===== src/rtl/write_arbiter.sv =====
// write_arbiter: round-robin two-master write-channel arbiter with address decode and default slave
module write_arbiter #(
  parameter int unsigned       ADDR_W  = 32,
  parameter logic [ADDR_W-1:0] S1_BASE = 'h0001_0000,
  parameter logic [ADDR_W-1:0] S1_END  = 'h0001_FFFF
) (
  input  logic              clk,
  input  logic              rst,
  input  logic              AWVALID_M0,
  input  logic              AWVALID_M1,
  input  logic [ADDR_W-1:0] AWADDR_M0,
  input  logic [ADDR_W-1:0] AWADDR_M1,
  input  logic              WVALID_M0,
  input  logic              WVALID_M1,
  input  logic              WLAST_M0,
  input  logic              WLAST_M1,
  input  logic              BREADY_M0,
  input  logic              BREADY_M1,
  input  logic              AWREADY_S0,
  input  logic              AWREADY_S1,
  input  logic              WREADY_S0,
  input  logic              WREADY_S1,
  input  logic              BVALID_S0,
  input  logic              BVALID_S1,
  output logic [1:0]        aw_grant,
  output logic [1:0]        w_grant,
  output logic [1:0]        b_grant,
  output logic [1:0]        slave_sel,
  output logic              def_awready,
  output logic              def_wready,
  output logic              def_bvalid,
  output logic [1:0]        def_bresp,
  output logic              busy
);
  typedef enum logic [1:0] {IDLE, ADDR, DATA, RESP} state_t;
  state_t            state_q;
  logic              win_q, last_q, win_d;
  logic [1:0]        aw_q, w_q, b_q, sel_q, sel_d;
  logic              def_aw_q, def_w_q, def_b_q, busy_q;
  logic [ADDR_W-1:0] addr_d;
  logic              awvalid, wvalid, wlast, bready, awready, wready, bvalid;
  // arbitration, decode of the would-be winner, and muxing of the current owner's and slave's handshakes
  always_comb begin
    win_d   = (AWVALID_M0 && AWVALID_M1) ? ~last_q : AWVALID_M1;
    addr_d  = win_d ? AWADDR_M1 : AWADDR_M0;
    sel_d   = (addr_d < S1_BASE) ? 2'b00 : (addr_d <= S1_END) ? 2'b01 : 2'b10;
    awvalid = win_q ? AWVALID_M1 : AWVALID_M0;
    wvalid  = win_q ? WVALID_M1 : WVALID_M0;
    wlast   = win_q ? WLAST_M1 : WLAST_M0;
    bready  = win_q ? BREADY_M1 : BREADY_M0;
    awready = (sel_q == 2'b00) ? AWREADY_S0 : (sel_q == 2'b01) ? AWREADY_S1 : def_aw_q;
    wready  = (sel_q == 2'b00) ? WREADY_S0 : (sel_q == 2'b01) ? WREADY_S1 : def_w_q;
    bvalid  = (sel_q == 2'b00) ? BVALID_S0 : (sel_q == 2'b01) ? BVALID_S1 : def_b_q;
  end
  // one transaction at a time: IDLE -> ADDR -> DATA -> RESP, all outputs registered on the transitions
  always_ff @(posedge clk or posedge rst) begin
    if (rst) begin
      state_q  <= IDLE;
      last_q   <= 1'b1;
      win_q    <= 1'b0;
      aw_q     <= 2'b00;
      w_q      <= 2'b00;
      b_q      <= 2'b00;
      sel_q    <= 2'b11;
      def_aw_q <= 1'b0;
      def_w_q  <= 1'b0;
      def_b_q  <= 1'b0;
      busy_q   <= 1'b0;
    end else begin
      case (state_q)
        IDLE: if (AWVALID_M0 || AWVALID_M1) begin
          state_q  <= ADDR;
          win_q    <= win_d;
          aw_q     <= win_d ? 2'b10 : 2'b01;
          sel_q    <= sel_d;
          def_aw_q <= sel_d == 2'b10;
          busy_q   <= 1'b1;
        end
        ADDR: if (awvalid && awready) begin
          state_q  <= DATA;
          aw_q     <= 2'b00;
          w_q      <= aw_q;
          def_aw_q <= 1'b0;
          def_w_q  <= sel_q == 2'b10;
        end
        DATA: if (wvalid && wready && wlast) begin
          state_q <= RESP;
          w_q     <= 2'b00;
          b_q     <= w_q;
          def_w_q <= 1'b0;
          def_b_q <= sel_q == 2'b10;
        end
        RESP: if (bvalid && bready) begin
          state_q <= IDLE;
          b_q     <= 2'b00;
          def_b_q <= 1'b0;
          sel_q   <= 2'b11;
          last_q  <= win_q;
          busy_q  <= 1'b0;
        end
        default: state_q <= IDLE;
      endcase
    end
  end
  assign aw_grant    = aw_q;
  assign w_grant     = w_q;
  assign b_grant     = b_q;
  assign slave_sel   = sel_q;
  assign def_awready = def_aw_q;
  assign def_wready  = def_w_q;
  assign def_bvalid  = def_b_q;
  assign def_bresp   = 2'b11;
  assign busy        = busy_q;
endmodule


===== config.mk =====
export PLATFORM = sky130hd
export DESIGN_NAME = write_arbiter
export DESIGN_NICKNAME = d
export VERILOG_FILES = /design/src/rtl/write_arbiter.sv
export SDC_FILE = /design/constraint.sdc
export NUM_CORES = 1
export LEC_CHECK = 0
export BUFFER_PORTS_ARGS = -buffer_cell sky130_fd_sc_hd__clkbuf_2
export CAP_MARGIN = 20
export CORE_MARGIN = 2
export CORE_UTILIZATION = 33
export CTS_CLUSTER_SIZE = 12
export DETAILED_ROUTE_END_ITERATION = 10
export GPL_TIMING_DRIVEN = 0
export PLACE_DENSITY = 0.75
export SETUP_SLACK_MARGIN = 0.15
export SLEW_MARGIN = 30
export SYNTH_ARGS = -nofsm -noshare
export SYNTH_HDL_FRONTEND = slang
export SYNTH_SLANG_ARGS = --single-unit

===== constraint.sdc =====
create_clock -name clk -period 1.75 [get_ports clk]
set_input_delay 0.0875 -clock clk [delete_from_list [all_inputs] [get_ports clk]]
set_output_delay 0.0875 -clock clk [all_outputs]
set_load 0.01 [all_outputs]

==> impl_results.md, run 1 <==
- H-tree levels: 1
- CTS max path bufs: 2
- Sequential fraction of the synthesis area: 0.3850
- Chip height: 60.40 um
- Capturing point of the worst reg2reg path: w_grant[0]$_DFFE_PP0P_
- Ys async rst share: 1.000
- EDFF count, synth: 0
- #FFs+latches synth: 16
- Int Pwr: 1489 uW
- WL per Instance: 12.00 um
- Worst IR Drop VDD: 0.5144 mV
- Drt drc: 0
- Maximum number of pins on one net before global-route repair: 17
- Crit start category: flop
- Unrepaired setup endpoints after global routing: yes
- # IOs: 94
- Final setup margin: -0.1231 ns
- Detail Route Antenna Nets: 0
- CTS Buf Count: 3
- Setup tns final: -0.7984 ns
- Slew headroom: 0.6025
- Post-synth top area cell: dfrtp_1
- Failing checks: negative setup slack
- Outcome: finished, violations left
- Post-synthesis cell count: between 100 and 150
- Crit-path slowest cell: dfstp_2
- Skew-Pair Late Insertion Delay: 0.29 ns
- Number of diodes: 0
- Clock share of power: 0.105
- Ys flop type: dfrtp_1
- DRT Pass-1 Iters: 4
- Syn avg cell area: 10.39 um^2
- Worst endpoint required time: 1.93 ns
- End of the critical path: w_grant[0]$_DFFE_PP0P_
- CP arrival: around 2 ns
- Setup Skew: 0.005350 ns
- Starting DRT DRC Count: 12
- DR vias: 1031
- Leakage: 0.0008157 uW
- Power Total: 2413 uW
- Core Region: 3028 um^2
- Post-synthesis cell type count: 35
- Vias in the first global route: 1024
- Die ar.: 3648 um^2
- Fin. Hold Viols: 0
- Row cnt: 20
- Synth Cell Area: ~1000 um^2
- NetSw: 924.1 uW
- RD Place Congestion: 0.8341
- Post-synth top cells: dfrtp_1, mux2_2, nor2_1
- Crit path max fanout: 3
- Hold slack: roughly 0.12 ns
- Share of layout cells above drive strength 1: 0.5954
- CTS tree: yes
- Top-area cell type share of the netlist area: 0.3099
- Worst setup EP type: flop
- Max-slew violations: 0
- GRT overflow: 0
- Tmin final: 1.873 ns
- Cell depth of the worst setup path: 6
- Pwr Density: 1549 nW/um^2
- Depth of the most critical reg-to-reg path: 6
- First-pass GRT wire length: roughly 4300 um
- Port bufs: ~60
- Worst path max stage delay: 0.57 ns
- Clock root buffer: clkbuf_4
- Area growth, synth to finish: 48.39%
- Number of setup violations in the final report: 8
- Synth Warn #: 0
- Combinational power share: 0.616
- Hold path depth: 3
- Fill count: 290
- Worst-path clk slew: 0.10 ns
- Post-DP HPWL: 2084 um
- Post-Layout Cell Count: 217
- Crit-path cells: buf_4, mux2_2, o211ai_2, mux2i_1, and2_4, mux2_4
- Die Span X: 60.40 um
- Layout net count: 258
- Fmax: 0.5339 GHz
- Reg2reg start: slave_sel[0]$_DFFE_PP1P_
- Worst hold-check path type: primary input to flop
- Delay-heaviest family, CP: multiplexers
- Buf/Inv on CP: 1
- Sequential Power Share: 0.279
- Most frequent cell after synthesis: dfrtp_1
- Critical path startpoint: slave_sel[0]$_DFFE_PP1P_
- Sink Count: 16
- Max-cap violations: 0
- Share of the cycle needed by the critical path after routing: 1.070
- Synth area leaders: dfrtp_1, mux2_2, dfstp_2
- Gr usage total: 0.1559
- DP Cell Count: roughly 210
- Area occupied by multi-input gates: roughly 650 um^2
- WS Path Type: flop to flop
- DR vias/cell: 4.751
- Register area: 404.1 um^2
- Sw Ratio: 0.3830
- Initial antenna violation count: 0
- Slew @ Worst Pin: about 0.6 ns
- Reg2reg setup slack: -0.12 ns
- Starting Density: 0.3467
- Post-Route WL: 2605 um
[repair_timing]
action                     4_1_cts  5_1_grt
pin swaps                        2        4
buffers inserted                 3        4
setup endpoints to repair       14       15
hold endpoints to repair        13        0
hold buffers                     1        0
gates resized for setup          5        5
[how the worst min path moves through the flow]
| stage | startpoint | end |
|---|---|---|
| final | AWVALID_M0 | win_q$_DFFE_PP0P_ |
| after detailed placement | rst | b_grant[0]$_DFFE_PP0P_ |
| after floorplan | rst | aw_grant[0]$_DFFE_PP0P_ |
| after global routing | AWVALID_M0 | win_q$_DFFE_PP0P_ |
| after global placement | rst | b_grant[0]$_DFFE_PP0P_ |
| after CTS | AWVALID_M0 | win_q$_DFFE_PP0P_ |
[sequential cells by signal, summed over array words and instances, names as in the netlist, 2 cells and up]
name	cells
aw_grant	2
w_grant	2
b_grant	2
state_q	2
slave_sel	2
[area by class of cell]
type	count	share of cell area
multi-input cells	74	0.4169
flip-flops and latches	16	0.2594
repair buffers	67	0.2297
well taps	44	0.03534
clock buffers	4	0.02329
inverters	8	0.01928
plain buffers	4	0.01606
[per-stage QoR]
| stage | setup WS [ns] | utilization | instance area, um^2 |
|---|---|---|---|
| global placement | -0.1874 | 0.4686 | 1419 |
| CTS | -0.1238 | 0.4988 | 1510 |
| floorplan | -0.04554 | - | 1069 |
| detailed placement | -0.2196 | 0.4686 | 1419 |
| finish | -0.1231 | 0.5145 | 1558 |
| global route | -0.1723 | 0.5145 | 1558 |
[worst reg2reg max path, cell delays in order (launching register included)]
cell and delay [ns]:
dfstp_2 0.57, buf_4 0.11, mux2_2 0.32, o211ai_2 0.18, mux2i_1 0.10, and2_4 0.19
mux2_4 0.29
[placed cells by master, fill, tap and decap left out, types with 3 or more instances in the layout]
| master | Yosys | layout |
|---|---|---|
| mux2_4 | 5 | 10 |
| buf_4 | 2 | 9 |
| inv_1 | 8 | 8 |
| mux2i_1 | 5 | 5 |
| mux2_2 | 10 | 5 |
| clkbuf_4 | 0 | 3 |
| ha_1 | 4 | 4 |
| dfrtp_1 | 13 | 13 |
| nor2_1 | 9 | 8 |
| nor4_1 | 6 | 6 |
| dfstp_2 | 3 | 3 |
| nand2_1 | 4 | 4 |
| clkbuf_2 | 1 | 61 |
[logic make-up after synthesis]
family                   Yosys count  share of synthesized area
buffers and inverters             12                    0.05124
multiplexers                      20                     0.2265
other                              1                   0.003572
AND/OR/NAND/NOR                   31                     0.1561
AO/OA/AOI/OAI                     17                     0.1299
adder cells (fa/ha/maj)            4                    0.04768
flip-flops                        16                     0.3850
[per-layer routing]
layer	part of all wire	GRT usage
met4	0.011	0.04444
met1	0.43	0.1855
met2	0.49	0.2857
met5	0	0
met3	0.077	0.02772
[power by group through the flow]
stage / Combinational, uW / Clock [uW] / Sequential, uW
CTS: 1380 / 256 / 687
detailed placement: 1270 / 0 / 697
global route: 1630 / 270 / 701
finish: 1490 / 253 / 673
global placement: 1250 / 0 / 692
floorplan: 924 / 0 / 716
Power figures use the tool's default switching activity.
==> run 2, diff against run 1 <==
--- a/config.mk
+++ b/config.mk
@@ -8,11 +8,11 @@
 export BUFFER_PORTS_ARGS = -buffer_cell sky130_fd_sc_hd__clkbuf_2
 export CAP_MARGIN = 20
 export CORE_MARGIN = 2
-export CORE_UTILIZATION = 33
+export CORE_UTILIZATION = 37
 export CTS_CLUSTER_SIZE = 12
 export DETAILED_ROUTE_END_ITERATION = 10
 export GPL_TIMING_DRIVEN = 0
-export PLACE_DENSITY = 0.75
+export PLACE_DENSITY = 0.79
 export SETUP_SLACK_MARGIN = 0.15
 export SLEW_MARGIN = 30
 export SYNTH_ARGS = -nofsm -noshare
==> constraint.sdc (replaced) <==
create_clock -name clk -period 1.8 [get_ports clk]
set_input_delay 0.54 -clock clk [delete_from_list [all_inputs] [get_ports clk]]
set_output_delay 0.54 -clock clk [all_outputs]
set_load 0.01 [all_outputs]
==> run 2 against run 1 <==
Net effect:
- the flow still finishes with violations (negative setup slack)
- flip-flop and latch count did not move
- cell count decreased by 6.9%
- core utilization up 4.4 points
- setup slack better by 0.067 ns
- critical path depth unchanged
- clock power down 4%
- non-clock buffer count decreased by 2
- fmax up 0.90%
- global-route usage increased by 1.6 points
- cell area fell by 2.0%
- critical endpoint is now def_wready$_DFFE_PP0P_
- combinational power fell by 6%
==> impl_results.md, run 2 (synthesis results as in run 1) <==
- Outcome: finished, violations left
- Failing checks: negative setup slack
- Crit-path slowest cell: dfstp_2
- Worst path max stage delay: 0.59 ns
- Post-Layout Cell Count: between 200 and 250
- Commonest non-fill, non-tap cells in the layout: clkbuf_2, dfrtp_1, mux2_4
- Slew @ Worst Pin: 0.6045 ns
- Worst IR Drop VDD: 0.7269 mV
- DR vias/cell: approximately 5.2
- DRT Pass-1 Iters: 4
- Post-layout util: 0.5584
- CP arrival: 2.04 ns
- CTS tree: yes
- CTS Buf Count: 3
- Layout net count: 256
- Chip height: between 50 and 60 um
- Cell depth of the worst setup path: 6
- WS Path Type: flop to flop
- Row cnt: 19
- Die ar.: approximately 3300 um^2
- Max-cap violations: 0
- Hold Buf Count CTS: 0
- Delay-heaviest family, CP: multiplexers
- Worst path most repeated cell: mux2_4
- GRT overflow: 0
- DR vias: around 1000
- Sw Ratio: 0.3773
- Register area: 404.1 um^2
- Tmin final: ~1.9 ns
- First-pass GRT wire length: 4464 um
- Detail Route Antenna Nets: 0
- Setup Skew: 0.0006846 ns
- Worst-path clk slew: 0.09 ns
- Placed cell areas: 1403 um^2
- Drt drc: 0
- Final setup margin: -0.05642 ns
- Worst setup EP type: flop
- Crit-path cells: buf_12, mux2_4, o211ai_2, mux2i_1, and2_4, mux2_4
- Post-Route WL: 2681 um
- NetSw: 868.2 uW
- Share of layout cells above drive strength 1: 0.5731
- Fmax: 0.5387 GHz
- Commonest non-fill, non-tap cell in the layout: clkbuf_2
- CTS max path bufs: 2
- DP Cell Count: approximately 190
- Combinational power share: 0.608
- Gr usage total: 0.1723
- H-tree levels: 1
- Port bufs: 59
- Buf/Inv on CP: 1
- Max-slew violations: 0
- Initial antenna violation count: 0
- Die Span X: 57.27 um
- Hold slack: 0.2824 ns
- Crit start category: flop
- Unrepaired setup endpoints after global routing: yes
- Maximum number of pins on one net before global-route repair: 17
- Crit path max fanout: 4
- Post-DP HPWL: 2152 um
- Slew headroom: 0.5965
- Leakage: approximately 0.00081 uW
- Clock root buffer: clkbuf_4
- Number of diodes: 0
- Worst hold-check path type: primary input to asynchronous set/reset pin
- Number of setup violations in the final report: 7
- WL per Instance: roughly 13 um
- Starting DRT DRC Count: 11
- Core Region: 2734 um^2
- Starting Density: 0.3840
- Area growth, synth to finish: 45.41%
- Sink Count: 16
- Worst endpoint required time: roughly 2.0 ns
- Fin. Hold Viols: 0
- Sequential Power Share: 0.287
- Area occupied by multi-input gates: 633.1 um^2
- RD Place Congestion: 0.7775
- Share of the cycle needed by the critical path after routing: 1.031
- Pwr Density: 1507 nW/um^2
- Skew-Pair Late Insertion Delay: 0.29 ns
- Vias in the first global route: approximately 1100
- Fill count: 240
- # IOs: 94
- Depth of the most critical reg-to-reg path: 6
- Post-Place Setup Slack: -0.1182 ns
- Clock share of power: 0.105
- Post-route cell area: 1526 um^2
- Int Pwr: between 1000 and 1500 uW
## run 2: cell type report
cell class / instances / share of cell area
buffer: 4 / 0.01639
clock buffer: 4 / 0.02377
inverter: 8 / 0.01967
multi-input combinational: 74 / 0.4148
sequential: 16 / 0.2648
tap: 31 / 0.02541
timing repair buffer: 65 / 0.2352
## run 2: worst paths after layout
check / to / slack [ns] / startpoint
setup / recovery: def_wready$_DFFE_PP0P_ / -0.06 / slave_sel[0]$_DFFE_PP1P_
hold / removal: b_grant[1]$_DFFE_PP0P_ / 0.28 / rst
setup reg to reg: def_wready$_DFFE_PP0P_ / -0.06 / slave_sel[0]$_DFFE_PP1P_
hold reg to reg: b_grant[0]$_DFFE_PP0P_ / 0.52 / b_grant[0]$_DFFE_PP0P_
max in group asynchronous: state_q[1]$_DFFE_PP0P_ / 1.13 / rst
min in group clk: b_grant[0]$_DFFE_PP0P_ / 0.52 / b_grant[0]$_DFFE_PP0P_
## run 2: power groups by stage
stage / sequential, uW / clock [uW] / combinational, uW
floorplan: 697 / 0 / 898
global placement: 669 / 0 / 1190
detailed placement: 679 / 0 / 1240
CTS: 655 / 247 / 1320
global route: 685 / 261 / 1530
finish: 661 / 242 / 1400
## run 2: repair_timing
| item | 4_1_cts | 5_1_grt |
|---|---|---|
| setup endpoints to repair | 9 | 15 |
| pin swaps | 1 | 2 |
| gates cloned | 0 | 0 |
| resized for setup | 1 | 8 |
| buffers inserted | 4 | 2 |
## run 2: metrics by stage
step / total power, uW / setup TNS (ns)
global route: 2478 / -0.8445
detailed placement: 1916 / -0.5851
floorplan: 1595 / 0
finish: 2301 / -0.3576
CTS: 2226 / -0.1368
global placement: 1863 / -0.5765
## run 2: metal layers
metal	track usage	routed length, um
met1	0.1989	1034
met2	0.3251	1386
met3	0.02721	226
met4	0.04983	33
met5	0	0
==> run 3, diff against run 2 <==
--- a/config.mk
+++ b/config.mk
@@ -5,14 +5,16 @@
 export SDC_FILE = /design/constraint.sdc
 export NUM_CORES = 1
 export LEC_CHECK = 0
+export ABC_AREA = 1
 export BUFFER_PORTS_ARGS = -buffer_cell sky130_fd_sc_hd__clkbuf_2
 export CAP_MARGIN = 20
-export CORE_MARGIN = 2
-export CORE_UTILIZATION = 37
+export CORE_MARGIN = 3
+export CORE_UTILIZATION = 38
 export CTS_CLUSTER_SIZE = 12
 export DETAILED_ROUTE_END_ITERATION = 10
 export GPL_TIMING_DRIVEN = 0
-export PLACE_DENSITY = 0.79
+export HOLD_SLACK_MARGIN = 0.06
+export PLACE_DENSITY = 0.81
 export SETUP_SLACK_MARGIN = 0.15
 export SLEW_MARGIN = 30
 export SYNTH_ARGS = -nofsm -noshare
==> run 3 against run 2 <==
Net effect:
- the flow now finishes without violations
- setup slack improved by 0.29 ns
- global-route usage decreased by 1.5 points
- hold slack improved by 0.011 ns
- register-to-register slack improved by 0.39 ns
- core utilization increased by 1.2 points
- critical path depth decreased by 5
- largest cell class unchanged
==> impl_results.md, run 3 <==
- Setup tns final: 0 ns
- Hold Buf Count CTS: 0
- Most frequent cell after synthesis: nand2_1
- Slew headroom: 0.5954
- Met1 Usage GRT: 0.2127
- Post-route cell area: 1478 um^2
- Max-slew violations: 0
- Max-cap violations: 0
- Tmin final: 1.569 ns
- Worst endpoint required time: 1.26 ns
- Reg2reg start: slave_sel[1]$_DFFE_PP1P_
- CP arrival: 1.03 ns
- Largest family of logic cells by synthesized area: simple AND/OR/NAND/NOR gates
- DR vias/cell: 4.634
- WS Path Type: flop to primary output
- Outcome: finished clean
- Slew @ Worst Pin: 0.6062 ns
- Port bufs: 59
- Die ar.: 3510 um^2
- Setup Skew: about 0.0028 ns
- Skew-Pair Late Insertion Delay: 0.28 ns
- Initial antenna violation count: 0
- Synth Cell Area: 1077 um^2
- RD Place Congestion: around 0.76
- Simple-gate share of the synthesized area: 0.4472
- Crit-path cells: clkbuf_2
- Critical path startpoint: slave_sel[1]$_DFFE_PP1P_
- Gr usage total: 0.1570
- # IOs: 94
- DP Cell Count: about 250
- Worst IR Drop VDD: a little under 0.8 mV
- Worst setup EP type: primary output
- Post-synthesis mux area share: 0
- Row cnt: 18
- Pwr Density: 1345 nW/um^2
- Commonest non-fill, non-tap cells in the layout: nand2_1, clkbuf_2, nor2_1
- DR vias: 1191
- Placed cell areas: 1414 um^2
- Grt met3 use: 0.03050
- Ys flop type: dfrtp_1
- Leakage: a little under 0.0009 uW
- Number of setup violations in the final report: 0
- Layout net count: 312
- Synth Area in Compound Gates: 0.06504
- Core Region: around 2600 um^2
- Crit-path slowest cell: dfstp_2
- Fin. Hold Viols: 0
- Syn avg cell area: 6.691 um^2
- Post-Layout Cell Count: 257
- Drt drc: 0
- Top-area cell type share of the netlist area: 0.3020
- Synth Warn #: 0
- EDFF count, synth: 0
- Post-synth top cells: nand2_1, nor2_1, nand3_1
- CTS max path bufs: 2
- Fmax: 0.6372 GHz
- Delay-heaviest family, CP: flip-flops
- Met2 GRT Util: 0.2621
- Post-synthesis cell count: 161
- Maximum number of pins on one net before global-route repair: 17
- Post-cts sizing count: 0
- Die Span X: 59.25 um
- Buf/Inv on CP: 1
- Unrepaired setup endpoints after global routing: no
- CTS tree: yes
- Worst hold-check path type: primary input to asynchronous set/reset pin
- First-pass GRT wire length: 4353 um
- Post-synthesis cell type count: 16
- Most Used Layer, Global Route: met2
- GRT overflow: 0
- Crit start category: flop
- Post-CTS Repair Setup Buffers: 0
- Number of diodes: 0
- WL per Instance: 10.51 um
- Adder-Cell Fraction of Synth Area: 0.04646
- Post-DP HPWL: about 2300 um
- Ys async rst share: 1.000
- Share of layout cells above drive strength 1: 0.3656
- Starting Density: 0.4159
- CTS Buf Count: 3
- Post-layout util: 0.5705
- Sink Count: 16
- Synth area leaders: dfrtp_1, nand2_1, dfstp_2
- Share of the cycle needed by the critical path after routing: 0.8719
- Synth Area in XOR/XNOR: 0
- DRT Pass-1 Iters: 5
- Post-Route WL: between 2000 and 3000 um
- Post-synth top area cell: dfrtp_1
- H-tree levels: 1
- Starting DRT DRC Count: 38
- Vias in the first global route: roughly 1100
- Worst path max stage delay: 0.60 ns
- Chip height: 59.25 um
- #FFs+latches synth: 16
- Clock root buffer: clkbuf_4
- Worst-path clk slew: 0.09 ns
- Crit path max fanout: 5
- Area growth, synth to finish: 37.17%
- Commonest non-fill, non-tap cell in the layout: nand2_1
- Sequential fraction of the synthesis area: 0.3751
- Detail Route Antenna Nets: 0
- Fill count: 256
==> run 3: cell types whose count changed in the layout (fill, tap and decap cells not counted), sizes merged, moves of 3 or more <==
cell,previous run,this run
mux2,15,0
nand2,4,68
nand3,1,20
mux2i,5,0
buf,9,4
o21ai,3,14
nor4,6,0
inv,8,14
o211ai,3,0
nor2,9,21
==> run 3: cell type report <==
class	instances	area, um^2	share of cell area
Timing Repair Buffer	61	322.8	0.2185
Buffer	2	15.01	0.01016
Multi-Input combinational cell	130	609.3	0.4124
Sequential cell	16	404.1	0.2735
Inverter	14	52.55	0.03556
Tap cell	30	37.54	0.02540
Clock buffer	4	36.28	0.02456
==> run 3: logic make-up (layout without fill, tap and decap cells) <==
kind of cell    Yosys count  after routing
simple gates            110            110
buf+inv                  16             81
compound gates           14             14
fa+ha+maj                 4              4
other cells               1              2
flops                    16             16
==> run 3: final timing paths <==
| path | slack [ns] | end | depth (start not counted) |
|---|---|---|---|
| max in group asynchronous | 1.11 | w_grant[0]$_DFFE_PP0P_ | 2 |
| worst min-delay path | 0.29 | aw_grant[1]$_DFFE_PP0P_ | 2 |
| min in group clk | 0.49 | busy$_DFFE_PP0P_ | 2 |
| worst max register to register | 0.33 | state_q[0]$_DFFE_PP0P_ | 8 |
| worst max-delay path | 0.23 | slave_sel[1] | 1 |
| worst min register to register | 0.49 | busy$_DFFE_PP0P_ | 2 |
==> run 3: where the power goes <==
part / internal (uW) / leakage [uW] / switching [uW]
sequential: 533 / 0.000195 / 135
clock: 123 / 0.0000210 / 110
combinational: 414 / 0.000651 / 672
==> run 3: per-layer routing <==
layer	wire [um]	up-vias
li1	-	635
met1	1249	519
met2	1266	37
met3	184	0
met4	0	0
met5	0	-
==> run 3: stage by stage <==
| stage | power (uW) | hold slack [ns] | setup WS, ns |
|---|---|---|---|
| after detailed placement | 1763 | 0.4734 | 0.3240 |
| after global routing | 2196 | 0.3256 | 0.1926 |
| final | 1987 | 0.2933 | 0.2307 |
| after floorplan | 1429 | 0.4516 | 0.5167 |
| after CTS | 2004 | 0.3107 | 0.1874 |
| after global placement | 1730 | 0.4671 | 0.3407 |
